### src/rtl/radar_wave_ctrl.sv
// Radar waveform controller: accepts a validated waveform/timing config, then
// sequences LOAD/ON/OFF phases and drives the waveform generator's control signals.
module radar_wave_ctrl #(
  parameter int CNT_W = 24
) (
  input  logic             sys_clk,
  input  logic             sys_rst,
  input  logic             cfg_valid,
  output logic             cfg_ready,
  input  logic [2:0]       cfg_wave,
  input  logic [3:0]       cfg_mode,
  input  logic [31:0]      cfg_fw,
  input  logic [CNT_W-1:0] cfg_period,
  input  logic [CNT_W-1:0] cfg_width,
  input  logic [CNT_W-1:0] cfg_chirp,
  input  logic             run,
  output logic [5:0]       wave_sel,
  output logic [3:0]       mode_sel,
  output logic [31:0]      Fw1,
  output logic             judge,
  output logic             T_cnt,
  output logic             T_cnt_flag,
  output logic             err,
  output logic [1:0]       state
);

  typedef enum logic [1:0] {
    S_IDLE = 2'd0,
    S_LOAD = 2'd1,
    S_ON   = 2'd2,
    S_OFF  = 2'd3
  } state_t;

  // Config handshake: a transfer happens on any edge where cfg_valid && cfg_ready;
  // cfg_ready is low only during the single LOAD cycle.
  state_t             state_q, state_d;
  logic               loaded_q, loaded_d;
  logic [2:0]         sh_wave_q, sh_wave_d;
  logic [3:0]         sh_mode_q, sh_mode_d;
  logic [31:0]        sh_fw_q, sh_fw_d;
  logic [CNT_W-1:0]   sh_period_q, sh_period_d;
  logic [CNT_W-1:0]   sh_width_q, sh_width_d;
  logic [CNT_W-1:0]   sh_chirp_q, sh_chirp_d;
  logic [CNT_W-1:0]   pri_cnt_q, pri_cnt_d;
  logic [CNT_W-1:0]   chirp_cnt_q, chirp_cnt_d;
  logic [5:0]         wave_sel_q, wave_sel_d;
  logic [3:0]         mode_sel_q, mode_sel_d;
  logic [31:0]        fw1_q, fw1_d;
  logic               judge_q, judge_d;
  logic               t_cnt_q, t_cnt_d;
  logic               t_cnt_flag_q, t_cnt_flag_d;
  logic               err_q, err_d;
  logic               cfg_ready_q, cfg_ready_d;
  logic               hs, cfg_ok;
  logic [CNT_W-1:0]   chirp_last;

  always_comb begin
    state_d     = state_q;
    loaded_d    = loaded_q;
    sh_wave_d   = sh_wave_q;
    sh_mode_d   = sh_mode_q;
    sh_fw_d     = sh_fw_q;
    sh_period_d = sh_period_q;
    sh_width_d  = sh_width_q;
    sh_chirp_d  = sh_chirp_q;
    pri_cnt_d   = pri_cnt_q;
    chirp_cnt_d = chirp_cnt_q;
    wave_sel_d  = wave_sel_q;
    mode_sel_d  = mode_sel_q;
    fw1_d       = fw1_q;
    chirp_last  = sh_chirp_q - CNT_W'(1);

    hs     = cfg_valid && cfg_ready_q;
    cfg_ok = (cfg_wave <= 3'd5) && (cfg_fw != 32'd0) &&
             ((cfg_wave != 3'd2) || (cfg_chirp != '0)) &&
             ((cfg_mode == 4'd1) ||
              ((cfg_period >= CNT_W'(2)) && (cfg_width != '0) && (cfg_width <= cfg_period)));
    err_d  = hs && !cfg_ok;

    if (hs && cfg_ok) begin
      sh_wave_d   = cfg_wave;
      sh_mode_d   = cfg_mode;
      sh_fw_d     = cfg_fw;
      sh_period_d = cfg_period;
      sh_width_d  = cfg_width;
      sh_chirp_d  = cfg_chirp;
      loaded_d    = 1'b1;
      state_d     = S_LOAD;
    end else begin
      case (state_q)
        S_IDLE: if (run && loaded_q) state_d = S_LOAD;
        S_LOAD: begin
          if (run) begin
            state_d     = S_ON;
            pri_cnt_d   = '0;
            chirp_cnt_d = '0;
          end else begin
            state_d = S_IDLE;
          end
        end
        default: begin
          if (!run) begin
            state_d = S_IDLE;
          end else begin
            if (sh_mode_q == 4'd1) begin
              pri_cnt_d = '0;
              state_d   = S_ON;
            end else begin
              pri_cnt_d = (pri_cnt_q == sh_period_q - CNT_W'(1)) ? '0 : pri_cnt_q + CNT_W'(1);
              state_d   = (pri_cnt_d < sh_width_q) ? S_ON : S_OFF;
            end
            // Chirp count restarts at each new pulse and freezes while off.
            if (state_d == S_ON) begin
              if (state_q == S_OFF) chirp_cnt_d = '0;
              else chirp_cnt_d = (chirp_cnt_q == chirp_last) ? '0 : chirp_cnt_q + CNT_W'(1);
            end
          end
        end
      endcase
    end

    if (state_d == S_LOAD) begin
      wave_sel_d = 6'd1 << sh_wave_d;
      mode_sel_d = sh_mode_d;
      fw1_d      = sh_fw_d;
    end

    judge_d      = (state_d == S_IDLE) || (state_d == S_LOAD);
    cfg_ready_d  = (state_d != S_LOAD);
    t_cnt_d      = (state_d == S_OFF);
    t_cnt_flag_d = (sh_wave_q == 3'd2) && (state_d == S_ON) &&
                   ((chirp_cnt_d == chirp_last) || (state_q == S_OFF));
  end

  always_ff @(posedge sys_clk) begin
    if (sys_rst) begin
      state_q      <= S_IDLE;
      loaded_q     <= 1'b0;
      sh_wave_q    <= 3'd0;
      sh_mode_q    <= 4'd1;
      sh_fw_q      <= 32'd0;
      sh_period_q  <= '0;
      sh_width_q   <= '0;
      sh_chirp_q   <= '0;
      pri_cnt_q    <= '0;
      chirp_cnt_q  <= '0;
      wave_sel_q   <= 6'b000001;
      mode_sel_q   <= 4'd1;
      fw1_q        <= 32'd0;
      judge_q      <= 1'b1;
      t_cnt_q      <= 1'b0;
      t_cnt_flag_q <= 1'b0;
      err_q        <= 1'b0;
      cfg_ready_q  <= 1'b1;
    end else begin
      state_q      <= state_d;
      loaded_q     <= loaded_d;
      sh_wave_q    <= sh_wave_d;
      sh_mode_q    <= sh_mode_d;
      sh_fw_q      <= sh_fw_d;
      sh_period_q  <= sh_period_d;
      sh_width_q   <= sh_width_d;
      sh_chirp_q   <= sh_chirp_d;
      pri_cnt_q    <= pri_cnt_d;
      chirp_cnt_q  <= chirp_cnt_d;
      wave_sel_q   <= wave_sel_d;
      mode_sel_q   <= mode_sel_d;
      fw1_q        <= fw1_d;
      judge_q      <= judge_d;
      t_cnt_q      <= t_cnt_d;
      t_cnt_flag_q <= t_cnt_flag_d;
      err_q        <= err_d;
      cfg_ready_q  <= cfg_ready_d;
    end
  end

  assign cfg_ready  = cfg_ready_q;
  assign wave_sel   = wave_sel_q;
  assign mode_sel   = mode_sel_q;
  assign Fw1        = fw1_q;
  assign judge      = judge_q;
  assign T_cnt      = t_cnt_q;
  assign T_cnt_flag = t_cnt_flag_q;
  assign err        = err_q;
  assign state      = state_q;

endmodule

### config.mk
export PLATFORM = sky130hd
export DESIGN_NAME = radar_wave_ctrl
export DESIGN_NICKNAME = d
export VERILOG_FILES = /design/src/rtl/radar_wave_ctrl.sv
export SDC_FILE = /design/constraint.sdc
export NUM_CORES = 1
export LEC_CHECK = 0
export CORE_MARGIN = 2
export CORE_UTILIZATION = 56
export DETAILED_ROUTE_END_ITERATION = 6
export PLACE_DENSITY = 0.81
export RECOVER_POWER = 25
export SYNTH_ARGS = -nofsm -noshare
export SYNTH_HDL_FRONTEND = slang
export SYNTH_SLANG_ARGS = --single-unit
### constraint.sdc
create_clock -name sys_clk -period 9.3 [get_ports sys_clk]
set_input_delay 0.93 -clock sys_clk [delete_from_list [all_inputs] [get_ports sys_clk]]
set_output_delay 0.93 -clock sys_clk [all_outputs]
set_load 0.02 [all_outputs]
==> reports/qor.yml, run 1 <==
finClkSkew_ns: 0.0190
ir_worst_vdd_v: 0.000178
leakage_nw: 5.92
drt_iter0_drc: 1124
stdcell_count: 2021
fin_nets: 1889
worst_pin_slew_ns: 3.37
post_cts_buffers: 0
dp.cells: 1977
die_area_sq_mm: 0.0234
setup_ws_ns: 1.32
outcome: "finished, violations left"
met3_length_microns: 3950
vias: 12600
grt_max_degree: 91
max_slew_margin_pct: -125
area_growth_pct: 20.4
cts_resized: 0
critPathKind: "input pin to flip-flop"
final_antenna_net_count: 0
chipWidth_microns: 153
path_clk_slew_ns: 0.06
cts_buffer_depth: 3
multi_input_area_sq_mm: 0.00761
drt-pass1-iter-count: 5
placementRows: 54
rsz0062_at_grt: "false"
period_share_pct: 85.8
wirelength_microns: 41400
grt_pass1_vias: 12000
synth_area_leaders: "dfxtp_1 34%, nand2_1 8.7%, a21oi_1 6.0%"
maxCapViolations: 1
fmax_ghz: 0.125
synthArstFlopShare_pct: 0
design_area_sq_mm: 0.0150
worstPathArrival_ns: 8.44
clock-sinks: 209
slew_viol_final: 70
port_buffers: 163
start_util_pct: 57.0
drt-met1-wl_microns: 17900
cts_buffers: 24
drive_above_1_share_pct: 5.00
cts_tree: "done"
syn_area_per_cell_sq_um: 7.66
synth-seq-area-share_pct: 33.7
hold_violations: 0
hp-class: "flip-flop to flip-flop"
synth_top_area_share_pct: 33.7
synth_area_sq_mm: 0.0124
synthCells: 1622
synth-edff-count: 0
coreArea_sq_mm: 0.0218
top_layer: "met4"
cp.required_ns: 9.76
tns_ns: 0
ios: 164
place_congestion: 0.987
p_per_area_mw_per_mm2: 183
area.sequential_sq_mm: 0.00418
insertion_delay_ns: 0.54
insertedDiodeCount: 0
ys_types: 87
synth_commonest_cells: "288 x nand2_1, 209 x dfxtp_1, 148 x a21oi_1"
cts_hold_buf: 0
dpl.hpwl_microns: 30300
startpoint_type: "input pin"
fin_crit_ns: 7.98
synth.net_count: 1788
h-tree-depth: 1
ys_dominant_reg_cell: "dfxtp_1"
crit_fanout: 69
ys.warnings.count: 0
yosysMostFrequentCell: "nand2_1"
post_drt_wl_per_cell_microns: 20.5
synth-seq-cells: 209
finalSetupViolCount: 0
routed_via_density: 6.23
yosysTopAreaCell: "dfxtp_1"
grt_first_pass_wirelength_microns: 65200
drcViolationCount: 0
antenna_found_initial: 0
root_buffer: "clkbuf_16"
violations: "max-capacitance violations, max-slew violations"
dr_wl_met2_microns: 18500
die_y_microns: 153
dp_slack_ns: 1.71
grt_overflow_total: 0
fillerInstances: 1828
grt_util_all_layers_pct: 34.2
dpl-instance-area_sq_mm: 0.0141
worstSetupEndpointType: "flip-flop"
[power by group]
part | leakage, nW | internal (mW) | switching [mW]
sequential | 1.71 | 0.959 | 0.0560
combinational | 3.80 | 0.282 | 0.415
clock | 0.411 | 0.624 | 0.401
[metal layers]
metal / up-vias / GRT usage (%)
met5: - / 0
met4: 0 / 8.60
met3: 79 / 6.83
met2: 578 / 54.8
met1: 5962 / 47.3
li1: 5981 / -
[registers in the layout, indices dropped and copies added (netlist names), 3 cells and up]
register / count
Fw1: 32
chirp_cnt_q: 24
mode_sel: 4
pri_cnt_q: 24
sh_chirp_q: 24
sh_fw_q: 32
sh_mode_q: 4
sh_period_q: 24
sh_wave_q: 3
sh_width_q: 24
wave_sel: 6
[worst max-delay path, stage by stage]
cell and delay (ns):
dlygate4sd3_1 0.65, inv_1 0.07, ha_1 0.29, nand4_1 0.11, nor4_1 0.30, o311ai_0 0.20, and4b_1 0.28, o311ai_0 0.46
clkbuf_1 2.41, nand2_1 0.81, a2111oi_0 0.58, o21bai_1 0.19, a21o_1 0.19, a211oi_1 0.33, nand4b_1 0.15, nor4_1 0.31
o2bb2ai_1 0.15
[per-stage QoR]
stage,util (%),hold slack [ns],power (mW)
final,68.6,0.457,2.74
after global routing,68.6,0.470,2.85
after CTS,68.7,0.458,2.74
after detailed placement,64.7,0.449,1.72
after global placement,64.7,0.444,1.71
after floorplan,-,0.432,1.47
[worst paths after layout]
| kind | start | end | slack [ns] | depth (start not counted) |
|---|---|---|---|---|
| max | cfg_period[12] | T_cnt_flag | 1.32 | 17 |
| min | sh_width_q[11] | sh_width_q[11] | 0.46 | 2 |
| max reg2reg | sh_period_q[0] | T_cnt_flag | 1.62 | 24 |
| min reg2reg | sh_width_q[11] | sh_width_q[11] | 0.46 | 2 |
[cell type report]
type                    instances  area share, %
clock inverters                11           1.28
flip-flops and latches        209           28.0
repair buffers                172           11.3
multi-input cells            1247           50.9
clock buffers                  33           4.51
well taps                     280           2.34
inverters                      69           1.73
[cells in the final DEF (no fill, tap or decap), types with 11 or more instances in the layout]
cell,netlist,layout
and2_1,11,11
dfxtp_1,209,209
o22a_1,34,34
dlygate4sd3_1,0,50
inv_1,69,69
nor2_1,130,127
or3_1,21,21
xor2_1,39,39
mux2i_1,11,11
and3_1,25,25
ha_1,51,51
nor2b_1,18,18
or4_1,12,12
a211oi_1,15,15
clkdlybuf4s50_1,0,112
nand3_1,46,46
a22oi_1,33,33
nor3_1,28,28
o21ai_0,29,29
clkbuf_16,0,24
nand4_1,27,27
xnor2_1,64,64
nand2_1,288,288
nor4_1,50,50
a21oi_1,148,148
[cell families after synthesis]
logic type,after synthesis,synth area share (%)
buffers and inverters,166,5.24
AO/OA/AOI/OAI,364,19.6
AND/OR/NAND/NOR,716,28.0
multiplexers,12,0.976
adder cells (fa/ha/maj),51,5.13
flip-flops,209,33.7
XOR/XNOR,104,7.44
(Power assumes the default switching activity.)
==> run 2, diff against run 1 <==
--- a/config.mk
+++ b/config.mk
@@ -7,7 +7,7 @@
 export LEC_CHECK = 0
 export CORE_MARGIN = 2
-export CORE_UTILIZATION = 56
+export CORE_UTILIZATION = 45
 export DETAILED_ROUTE_END_ITERATION = 6
-export PLACE_DENSITY = 0.81
+export PLACE_DENSITY = 0.67
 export RECOVER_POWER = 25
 export SYNTH_ARGS = -nofsm -noshare
==> constraint.sdc (replaced) <==
create_clock -name sys_clk -period 9.3 [get_ports sys_clk]
set_input_delay 2.325 -clock sys_clk [delete_from_list [all_inputs] [get_ports sys_clk]]
set_output_delay 2.325 -clock sys_clk [all_outputs]
set_load 0.02 [all_outputs]
==> run 2 against run 1 <==
The flow still finishes with violations (max-capacitance violations, max-slew violations). Sequential cell count is the same. Sequential power is essentially flat. Setup slack gained 0.16 ns. Routed wire length shrank 0.31%. Largest cell class unchanged. Largest power group is now clock. Highest routed layer unchanged.
==> reports/qor.yml, run 2 (synthesis gave the netlist of run 1 again) <==
outcome: "finished, violations left"  # unchanged
violations: "max-capacitance violations, max-slew violations"  # unchanged
post_drt_wl_per_cell_microns: 19.8  # was 20.5 microns
port_buffers: 163  # unchanged
final_antenna_net_count: 0  # unchanged
area_growth_pct: 21.6  # was 20.4%
cts_resized: 0  # unchanged
fin_crit_ns: 7.82  # was 7.98 ns
period_share_pct: 84.1  # was 85.8%
hold_violations: 0  # unchanged
fin_nets: 1893  # was 1,889
dpl-instance-area_sq_mm: 0.0142  # was 0.0141 sq mm
antenna_found_initial: 0  # unchanged
ios: 164  # unchanged
die_area_sq_mm: 0.0290  # was 0.0234 sq mm
worstPathArrival_ns: 8.30  # was 8.44 ns
drt-pass1-iter-count: 6  # was 5
insertedDiodeCount: 0  # unchanged
routed_via_density: 5.88  # was 6.23
hp-class: "flip-flop to flip-flop"  # unchanged
h-tree-depth: 1  # unchanged
fmax_ghz: 0.128  # was 0.125 GHz
final_common_cell: "nand2_1"  # unchanged
power_mw: 2.78  # was 2.74 mW
place_congestion: 0.961  # was 0.987
dpl.hpwl_microns: 30800  # was 30,300 microns
grt_overflow_total: 0  # unchanged
cts_hold_buf: 0  # unchanged
p_per_area_mw_per_mm2: 184  # was 183 mW/mm^2
drive_above_1_share_pct: 5.50  # was 5.00%
startpoint_type: "input pin"  # unchanged
grt_pass1_vias: 11500  # was 12,000
tns_ns: 0  # unchanged
chipWidth_microns: 170  # was 153 microns
wirelength_microns: 41300  # was 41,400 microns
finClkSkew_ns: 0.0131  # was 0.0190 ns
maxCapViolations: 1  # unchanged
max_slew_margin_pct: -62.6  # was -125%
ir_worst_vdd_v: 0.000166  # was 0.000178 V
design_area_sq_mm: 0.0151  # was 0.0150 sq mm
slew_viol_final: 32  # was 70
drt_iter0_drc: 1111  # was 1,124
root_buffer: "clkbuf_16"  # unchanged
cts_buffer_depth: 3  # unchanged
drcViolationCount: 0  # unchanged
clock-sinks: 209  # unchanged
post_cts_buffers: 0  # unchanged
insertion_delay_ns: 0.55  # was 0.54 ns
final_cell_mix: "288 x nand2_1, 209 x dfxtp_1, 148 x a21oi_1, 128 x nor2_1, 112 x clkdlybuf4s50_1"  # was 288 x nand2_1, 209 x dfxtp_1, 148 x a21oi_1, 127 x nor2_1, 112 x clkdlybuf4s50_1
grt_max_degree: 97  # was 91
worstSetupEndpointType: "flip-flop"  # unchanged
path_clk_slew_ns: 0.07  # was 0.06 ns
crit_fanout: 31  # was 69
cts_buffers: 25  # was 24
worst_pin_slew_ns: 2.43  # was 3.37 ns
grt_first_pass_wirelength_microns: 64500  # was 65,200 microns
leakage_nw: 5.97  # was 5.92 nW
start_util_pct: 46.0  # was 57.0%
grt_util_all_layers_pct: 28.1  # was 34.2%
fillerInstances: 2562  # was 1,828
coreArea_sq_mm: 0.0270  # was 0.0218 sq mm
hold_slack_ns: 0.454  # was 0.457 ns
die_y_microns: 170  # was 153 microns
rsz0062_at_grt: "false"  # unchanged
cts_tree: "done"  # unchanged
placementRows: 60  # was 54
vias: 12300  # was 12,600
finalSetupViolCount: 0  # unchanged
cp.required_ns: 9.78  # was 9.76 ns
critPathKind: "input pin to flip-flop"  # unchanged
[run 2: changes by cell type in the layout (fill, tap and decap cells not counted)]
cell / change
buf_4: +4
clkbuf_1: -5
clkbuf_16: +1
clkbuf_8: +3
clkinv_16: -1
clkinv_2: +2
clkinvlp_4: -1
inv_16: +1
nor2_1: +1
nor2_4: -1
o311ai_0: -1
o311ai_4: +1
[run 2: worst max-delay path, cell delays in order]
cell and delay (ns):
dlygate4sd3_1 0.57, inv_1 0.06, ha_1 0.32, a2111oi_0 0.41, o221ai_1 0.23, a21o_1 0.20
a21oi_1 0.36, o31ai_1 0.14, nor2_1 1.81, a21oi_4 0.26, and3_1 0.33, or4_1 0.52
nor3b_2 0.18, nand4b_1 0.12, nor4_1 0.32, o2bb2ai_1 0.14
[run 2: metrics by stage]
step                      instances  setup WS [ns]  util [%]
after CTS                      2086           2.06      56.0
after floorplan                1622           2.80         -
final                          2086           1.48      55.9
after detailed placement       2041           2.10      52.6
after global routing           2086           1.06      55.9
after global placement         2041           2.28      52.6
[run 2: area by class of cell]
cell class | count | area (sq um) | area share, %
Multi-Input combinational cell | 1247 | 7620 | 50.4
Tap cell | 341 | 427 | 2.82
Inverter | 69 | 259 | 1.71
Timing Repair Buffer | 175 | 1720 | 11.4
Sequential cell | 209 | 4180 | 27.7
Clock buffer | 33 | 726 | 4.80
Clock inverter | 12 | 184 | 1.22
[run 2: final timing paths]
check	start	end	slack [ns]	depth (start not counted)
min reg2reg	sh_width_q[18]	sh_width_q[18]	0.45	2
max	cfg_period[21]	T_cnt_flag	1.48	16
min	sh_width_q[18]	sh_width_q[18]	0.45	2
max reg2reg	sh_period_q[0]	T_cnt_flag	1.97	24
[run 2: power breakdown]
part	total [mW]	switching, mW	internal, mW
Sequential	1.02	0.0556	0.960
Combinational	0.696	0.412	0.284
Clock	1.07	0.412	0.661
[run 2: metal layers]
| layer | vias up | share of wire (%) | track usage, % |
|---|---|---|---|
| met5 | - | 0 | 0 |
| met3 | 72 | 8.4 | 6.72 |
| met4 | 0 | 2.6 | 7.69 |
| met2 | 438 | 42 | 41.7 |
| met1 | 5774 | 47 | 40.5 |
| li1 | 5992 | - | - |
